### src/rtl/mod_updown_counter_pkg.sv
// Purpose : Shared constants and helpers for the up/down counter slice.
// Contents: counting-mode and direction constants, and a ceiling-log2
//           function used to size the prescaler register.
package counter_pkg;

    // SATURATE parameter values
    localparam int CNT_MODE_WRAP = 0;
    localparam int CNT_MODE_SAT  = 1;

    // up_dn encodings
    localparam logic DIR_UP = 1'b1;
    localparam logic DIR_DN = 1'b0;

    // Ceiling log2; clog2(1) = 0, so callers needing a register clamp to 1 bit.
    function automatic int clog2(input int value);
        int result;
        result = 0;
        while ((64'd1 << result) < 64'(value)) begin
            result = result + 1;
        end
        return result;
    endfunction

endpackage

### src/rtl/mod_updown_counter_if.sv
// Purpose : Control/status bundle of the up/down counter.
// Signals : en, up_dn, clr, load, load_val, ovf_clr (towards the counter)
//           count, tc, ovf                        (from the counter)
// Modports: master = user of the counter, slave = the counter itself.
interface mod_updown_counter_if #(
    parameter int WIDTH = 8
) ();

    logic             en;
    logic             up_dn;
    logic             clr;
    logic             load;
    logic [WIDTH-1:0] load_val;
    logic             ovf_clr;
    logic [WIDTH-1:0] count;
    logic             tc;
    logic             ovf;

    modport master (
        output en, up_dn, clr, load, load_val, ovf_clr,
        input  count, tc, ovf
    );

    modport slave (
        input  en, up_dn, clr, load, load_val, ovf_clr,
        output count, tc, ovf
    );

endinterface

### src/rtl/mod_updown_counter_tick_prescaler.sv
// Purpose : Divides enabled clk cycles into count-step ticks.
// Ports   : clk      - system clock
//           rst      - asynchronous active-high reset
//           en       - advances the divider; low freezes it in place
//           sync_clr - synchronous return of the divider to 0
//           tick     - combinational, high on the last enabled cycle of a period
module tick_prescaler
    import counter_pkg::*;
#(
    parameter int PRESCALE = 1
) (
    input  logic clk,
    input  logic rst,
    input  logic en,
    input  logic sync_clr,
    output logic tick
);

    // At least one bit so PRESCALE=1 needs no special case: the divider
    // then sits at 0 permanently and tick reduces to en.
    localparam int PW = (clog2(PRESCALE) < 1) ? 1 : clog2(PRESCALE);
    localparam logic [PW-1:0] LAST = PW'(PRESCALE - 1);

    logic [PW-1:0] r_presc;

    assign tick = en && (r_presc == LAST);

    always_ff @(posedge clk or posedge rst) begin
        if (rst) begin
            r_presc <= '0;
        end else if (sync_clr) begin
            r_presc <= '0;
        end else if (en) begin
            r_presc <= tick ? '0 : r_presc + PW'(1);
        end
    end

endmodule

### src/rtl/mod_updown_counter.sv
// Purpose : Parametrised up/down counter with prescale, wrap/saturate limits,
//           synchronous clear and load, terminal-count pulse and sticky ovf.
// Ports   : clk - system clock
//           rst - asynchronous active-high reset
//           bus - mod_updown_counter_if.slave (controls in, count/tc/ovf out)
module mod_updown_counter
    import counter_pkg::*;
#(
    parameter int              WIDTH    = 8,
    parameter longint unsigned MAX_VAL  = (64'd1 << WIDTH) - 64'd1,
    parameter int              PRESCALE = 1,
    parameter int              SATURATE = CNT_MODE_WRAP
) (
    input  logic             clk,
    input  logic             rst,
    mod_updown_counter_if.slave bus
);

    if (WIDTH < 1 || WIDTH > 32) begin : g_bad_width
        $fatal(1, "mod_updown_counter: WIDTH must be 1..32");
    end
    if (MAX_VAL > ((64'd1 << WIDTH) - 64'd1)) begin : g_bad_max
        $fatal(1, "mod_updown_counter: MAX_VAL exceeds 2**WIDTH-1");
    end
    if (PRESCALE < 1 || PRESCALE > 65535) begin : g_bad_presc
        $fatal(1, "mod_updown_counter: PRESCALE must be 1..65535");
    end

    localparam logic [WIDTH-1:0] W_MAX = WIDTH'(MAX_VAL);

    logic [WIDTH-1:0] r_count;
    logic             r_tc;
    logic             r_ovf;
    logic [WIDTH-1:0] w_count_next;
    logic             w_limit;
    logic             w_tick;

    tick_prescaler #(
        .PRESCALE (PRESCALE)
    ) u_presc (
        .clk      (clk),
        .rst      (rst),
        .en       (bus.en),
        .sync_clr (bus.clr | bus.load),
        .tick     (w_tick)
    );

    // clr > load > tick step > hold. A limit event only exists on a tick
    // that is not overridden by clr or load.
    always_comb begin
        w_count_next = r_count;
        w_limit      = 1'b0;
        if (bus.clr) begin
            w_count_next = '0;
        end else if (bus.load) begin
            w_count_next = (bus.load_val > W_MAX) ? W_MAX : bus.load_val;
        end else if (w_tick) begin
            if (bus.up_dn == DIR_UP) begin
                if (r_count == W_MAX) begin
                    w_limit      = 1'b1;
                    w_count_next = (SATURATE == CNT_MODE_SAT) ? W_MAX : '0;
                end else begin
                    w_count_next = r_count + WIDTH'(1);
                end
            end else begin
                if (r_count == '0) begin
                    w_limit      = 1'b1;
                    w_count_next = (SATURATE == CNT_MODE_SAT) ? '0 : W_MAX;
                end else begin
                    w_count_next = r_count - WIDTH'(1);
                end
            end
        end
    end

    always_ff @(posedge clk or posedge rst) begin
        if (rst) begin
            r_count <= '0;
            r_tc    <= 1'b0;
            r_ovf   <= 1'b0;
        end else begin
            r_count <= w_count_next;
            r_tc    <= w_limit;
            // a limit event on the same edge beats ovf_clr
            if (w_limit) begin
                r_ovf <= 1'b1;
            end else if (bus.ovf_clr) begin
                r_ovf <= 1'b0;
            end
        end
    end

    assign bus.count = r_count;
    assign bus.tc    = r_tc;
    assign bus.ovf   = r_ovf;

endmodule

### src/flat_wrapper.sv
// flat-port wrapper written by rule: the top's interface ports become plain ports
module mod_updown_counter_flat import counter_pkg::*;
#(
    parameter int              WIDTH    = 8,
    parameter longint unsigned MAX_VAL  = (64'd1 << WIDTH) - 64'd1,
    parameter int              PRESCALE = 1,
    parameter int              SATURATE = CNT_MODE_WRAP
)
  (clk, rst, bus_en, bus_up_dn, bus_clr, bus_load, bus_load_val, bus_ovf_clr, bus_count, bus_tc, bus_ovf);
  mod_updown_counter_if #(.WIDTH(WIDTH)) bus_i ();
  input  logic clk;
  input  logic rst;
  input wire logic [$bits(bus_i.en)-1:0] bus_en;
  input wire logic [$bits(bus_i.up_dn)-1:0] bus_up_dn;
  input wire logic [$bits(bus_i.clr)-1:0] bus_clr;
  input wire logic [$bits(bus_i.load)-1:0] bus_load;
  input wire logic [$bits(bus_i.load_val)-1:0] bus_load_val;
  input wire logic [$bits(bus_i.ovf_clr)-1:0] bus_ovf_clr;
  output wire logic [$bits(bus_i.count)-1:0] bus_count;
  output wire logic [$bits(bus_i.tc)-1:0] bus_tc;
  output wire logic [$bits(bus_i.ovf)-1:0] bus_ovf;
  assign bus_i.en = bus_en;
  assign bus_i.up_dn = bus_up_dn;
  assign bus_i.clr = bus_clr;
  assign bus_i.load = bus_load;
  assign bus_i.load_val = bus_load_val;
  assign bus_i.ovf_clr = bus_ovf_clr;
  assign bus_count = bus_i.count;
  assign bus_tc = bus_i.tc;
  assign bus_ovf = bus_i.ovf;
  mod_updown_counter #(.WIDTH(WIDTH), .MAX_VAL(MAX_VAL), .PRESCALE(PRESCALE), .SATURATE(SATURATE)) u_core (.clk(clk), .rst(rst), .bus(bus_i));
endmodule
### config.mk
export PLATFORM = sky130hd
export DESIGN_NAME = mod_updown_counter_flat
export DESIGN_NICKNAME = d
export VERILOG_FILES = /design/src/rtl/mod_updown_counter_pkg.sv /design/src/rtl/mod_updown_counter_if.sv /design/src/rtl/mod_updown_counter_tick_prescaler.sv /design/src/rtl/mod_updown_counter.sv /design/src/flat_wrapper.sv
export SDC_FILE = /design/constraint.sdc
export NUM_CORES = 1
export LEC_CHECK = 0
export ABC_CLOCK_PERIOD_IN_PS = 3870
export CAP_MARGIN = 0
export CORE_AREA = 2 2 47 53
export CTS_BUF_LIST = sky130_fd_sc_hd__clkbuf_16
export CTS_CLUSTER_DIAMETER = 100
export DETAILED_ROUTE_END_ITERATION = 10
export DIE_AREA = 0 0 49 55
export PLACE_DENSITY = 0.84
export SLEW_MARGIN = 30
export SYNTH_ARGS = -nofsm -noshare
export SYNTH_HDL_FRONTEND = slang
export SYNTH_SLANG_ARGS = --single-unit
### constraint.sdc
create_clock -name clk -period 3.87 [get_ports clk]
set_input_delay 1.161 -clock clk [delete_from_list [all_inputs] [get_ports clk]]
set_output_delay 1.161 -clock clk [all_outputs]
set_load 0.02 [all_outputs]
==> metrics.sh <==
OUTCOME='complete, no violations'
CRITICAL_PATH.STARTPOINT_TYPE='flip-flop'
WORST_R2R_SETUP_SLACK_PS=1850
POWER_DENSITY_nW_PER_UM2=356
NUMCLOCKSINKS=11
GRT_START_MAX_NET_PINS=18
SYN_AREA_PER_CELL_UM2=7.45
SETUP_VIOL=0
DETAILED_PLACE.AREA_UM2=1190
POWER.SHARE.SWITCHING=0.301
SYNTH.NET_COUNT=144
TRITONCTS_CLOCK_TREE='built'
REG2REG_DEPTH=7
WORST_EP_ARRIVAL_TIME_PS=1530
GRT_USE_TOTAL=0.195
CRITICAL_PATH.TOP_DELAY_FAMILY='buffers and inverters'
AREA_GROWTH_SYN_TO_LAYOUT_PCT=35.3
WORST_SLEW_MARGIN_REL=0.673
FLOORPLAN.DIE_AREA_UM2=2700
CP_NUM_BUF_INV=1
CP-END-KIND='primary output'
POWER_FRAC_COMB=0.265
SYNTH-SEQ-CELLS=11
POST-ROUTE-CELL-AREA_UM2=1270
SYNTHESIS.INSTANCES=126
CRIT_CHAIN='clkdlybuf4s50_1'
FIN_NETS=166
TIMING_HOLD_VIOLATIONS_FINAL=0
WORST_EP_REQUIRED_TIME_PS=2710
NUMBER_OF_RESIZED_INSTANCES_IN_THE_POST_CTS_REPAIR_STEP=0
MAPPEDNETLISTAREA_UM2=938
YOSYSUNIQUECELLTYPES=41
HIGHEST_CLOCK_FREQUENCY_THE_DESIGN_CAN_MEET_MHz=372
IRDROPWORSTVDD_V=0.000311
MOST-COMMON-LAYOUT-CELLS='sky130_fd_sc_hd__clkdlybuf4s50_1, sky130_fd_sc_hd__nand2_1, sky130_fd_sc_hd__nor2_1'
IO_PINS=25
CTS_POST_SETUP_BUFFERS_INSERTED=0
DIEWIDTH_UM=49
MIN_PATH_CELLS=1
WL_PER_CELL_UM=14.5
FIRSTDRTPASSITERS=4
FIN_CRIT_PS=2690
DIE_H_UM=55
SWITCHINGPOWER_uW=136
CLOCK_SHARE_OF_POWER=0.426
PLACE.GP.CONGESTION=0.855
GR-TOTAL-OVERFLOW=0
DRT_FIRST_ITER_VIOLATIONS=47
LAYOUT.CELLS.NON_FILLER=177
DETAIL_ROUTE.VIAS_PER_CELL=5.85
SYNTH.YOSYS.WARNINGS=0
ANTENNA_CELLS_INSERTED=0
FILLERS=191
DRCVIOLATIONCOUNT=0
MAX_STAGE_DELAY_CELL_WORST_PATH='sky130_fd_sc_hd__clkdlybuf4s50_1'
INTERNAL-POWER_uW=316
HOLDPATHEND='u_core.bus.ovf'
CRITICAL_PATH.REG2REG.STARTPOINT='u_core.bus.count[0]'
RSZ0062_AT_GRT='no'
NUMBER_OF_SYNTHESIZED_FLOPS_WITH_AN_ENABLE_PIN=0
POSTROUTEWIRELENGTH_MM=2.56
SETUP_TOTAL_NEGATIVE_SLACK_PS=0
LAYOUT_COMMONEST_CELL='sky130_fd_sc_hd__clkdlybuf4s50_1'
CLOCK_TREE.ROOT_CELL='sky130_fd_sc_hd__clkbuf_16'
MAX_STAGE_DELAY_PS=690
COREAREA_UM2=2180
FINAL_CORE_UTIL=0.581
CLOCK_TREE.BUFFER_DEPTH=2
FINALCRITPERIODSHARE=0.695
NUMPLACEDINSTANCES=173
PLACE.PORT_BUFFERS=24
PRE_CTS_WS_PS=1050
WORSTHOLDPATHTYPE='reg -> reg'
LARGEST_FANOUT_ON_THE_CRITICAL_PATH=13
POSTLAYOUTSETUPSLACKWORST_PS=1180
HOLD-WORST-SLACK_PS=485
WORSTREG2REGEND='u_core.bus.count[5]'
DESIGN_POWER_TOTAL_uW=452
GRT_ANTENNA_BEFORE_REPAIR=0
FINCLKSKEW_PS=4.89
POWER.SHARE.SEQUENTIAL=0.310
CLK-INSERTION-DELAY-LATE_PS=250
CAP_VIOL_MAX_COUNT=0
NUM_VIAS=1036
POSTROUTEANTENNANETS=0
HTREEDEPTH=1
GLOBAL_ROUTE_WIRE_LENGTH_BEFORE_REPAIR_MM=3.97
TIGHTESTPINTRANSITION_PS=487
CRITICAL_PATH_CLASS='reg -> out'
SETUP.WORST_PATH.START='u_core.bus.count[2]'
SLEW_VIOL_FINAL=0
POSTSYNTH.ASYNCRESETSHARE=1.00
REGISTER_AREA_UM2=275
POWER.STATIC_LEAKAGE_nW=0.515
SEQUENTIAL_AREA_SHARE_AFTER_SYNTHESIS=0.293
INITIAL_UTILIZATION=0.430
DRIVE_GT1_FRAC=0.0816
ROWS=18
CRITICAL_PATH_DEPTH=1
POST-DP-HPWL_MM=1.83
MULTIINPUTGATEAREA_UM2=589
POST_CTS_HOLD_BUFFER_COUNT=0
CLK_PIN_SLEW_WORST_PATHS_PS=40
WORST_HOLD_STARTPOINT='u_core.bus.ovf'
FIRST_GLOBAL_VIAS=915
CTS_INSERTED_BUFFERS=3
POSTSYNTH.TOPFLOPCELL='sky130_fd_sc_hd__dfrtp_1'
[routing by layer]
layer,vias up,wire length [µm],global-route usage
met5,-,0,0
met4,0,51,0.110
met3,7,192,0.0430
met2,54,1300,0.358
met1,482,1020,0.214
li1,493,-,-
[kinds of logic (layout without fill, tap and decap cells)]
family,after synthesis,after routing,share of synthesized area
simple gates,59,59,0.321
xor+xnor,2,2,0.0187
flops,11,11,0.293
compound gates,33,33,0.237
fa+ha+maj,3,3,0.0400
buf+inv,17,38,0.0787
mux,1,1,0.0107
[registers in the layout, indices dropped and copies added (netlist names)]
register / count
u_core.bus.count: 8
u_core.bus.ovf: 1
u_core.bus.tc: 1
u_core.u_presc.r_presc: 1
[cells in the mapped netlist (3+ instances only)]
| cell type | n | area (µm²) |
|---|---|---|
| sky130_fd_sc_hd__a21oi_1 | 13 | 65.1 |
| sky130_fd_sc_hd__clkbuf_1 | 6 | 22.5 |
| sky130_fd_sc_hd__dfrtp_1 | 11 | 275 |
| sky130_fd_sc_hd__ha_1 | 3 | 37.5 |
| sky130_fd_sc_hd__inv_1 | 7 | 26.3 |
| sky130_fd_sc_hd__nand2_1 | 16 | 60.1 |
| sky130_fd_sc_hd__nand2b_1 | 4 | 25.0 |
| sky130_fd_sc_hd__nand3_1 | 5 | 25.0 |
| sky130_fd_sc_hd__nor2_1 | 14 | 52.6 |
| sky130_fd_sc_hd__nor3_1 | 9 | 45.0 |
[worst max-delay path by stage]
stage                           to  slack (ps)
3_3_place_gp   u_core.bus.count[0]        1110
3_5_place_dp   u_core.bus.count[0]        1050
5_1_grt        u_core.bus.count[0]        1060
4_1_cts               bus_count[2]        1200
6_report              bus_count[2]        1180
2_1_floorplan  u_core.bus.count[0]        1610
[cell type report]
type                            count  share of cell area
Clock inverter                      1             0.00296
Tap cell                           30              0.0296
Inverter                            7              0.0207
Timing Repair Buffer               27               0.207
Clock buffer                        3              0.0591
Multi-Input combinational cell     98               0.464
Sequential cell                    11               0.217
[power groups by stage]
stage / registers (mW) / logic [mW] / clock network (mW)
after floorplan: 0.140 / 0.0759 / 0
after global placement: 0.140 / 0.115 / 0
after detailed placement: 0.141 / 0.118 / 0
after CTS: 0.139 / 0.119 / 0.191
after global routing: 0.141 / 0.130 / 0.195
final: 0.140 / 0.120 / 0.192
[worst register-to-register path, cell delays in order, from the launching register on]
cell and delay (ps):
sky130_fd_sc_hd__dfrtp_1 470, sky130_fd_sc_hd__inv_1 130, sky130_fd_sc_hd__ha_1 170, sky130_fd_sc_hd__or4b_4 470, sky130_fd_sc_hd__nor2_2 110, sky130_fd_sc_hd__nor2_1 50
sky130_fd_sc_hd__o311a_1 310, sky130_fd_sc_hd__o32ai_2 200
No activity file was read; power rests on OpenSTA's default activity.
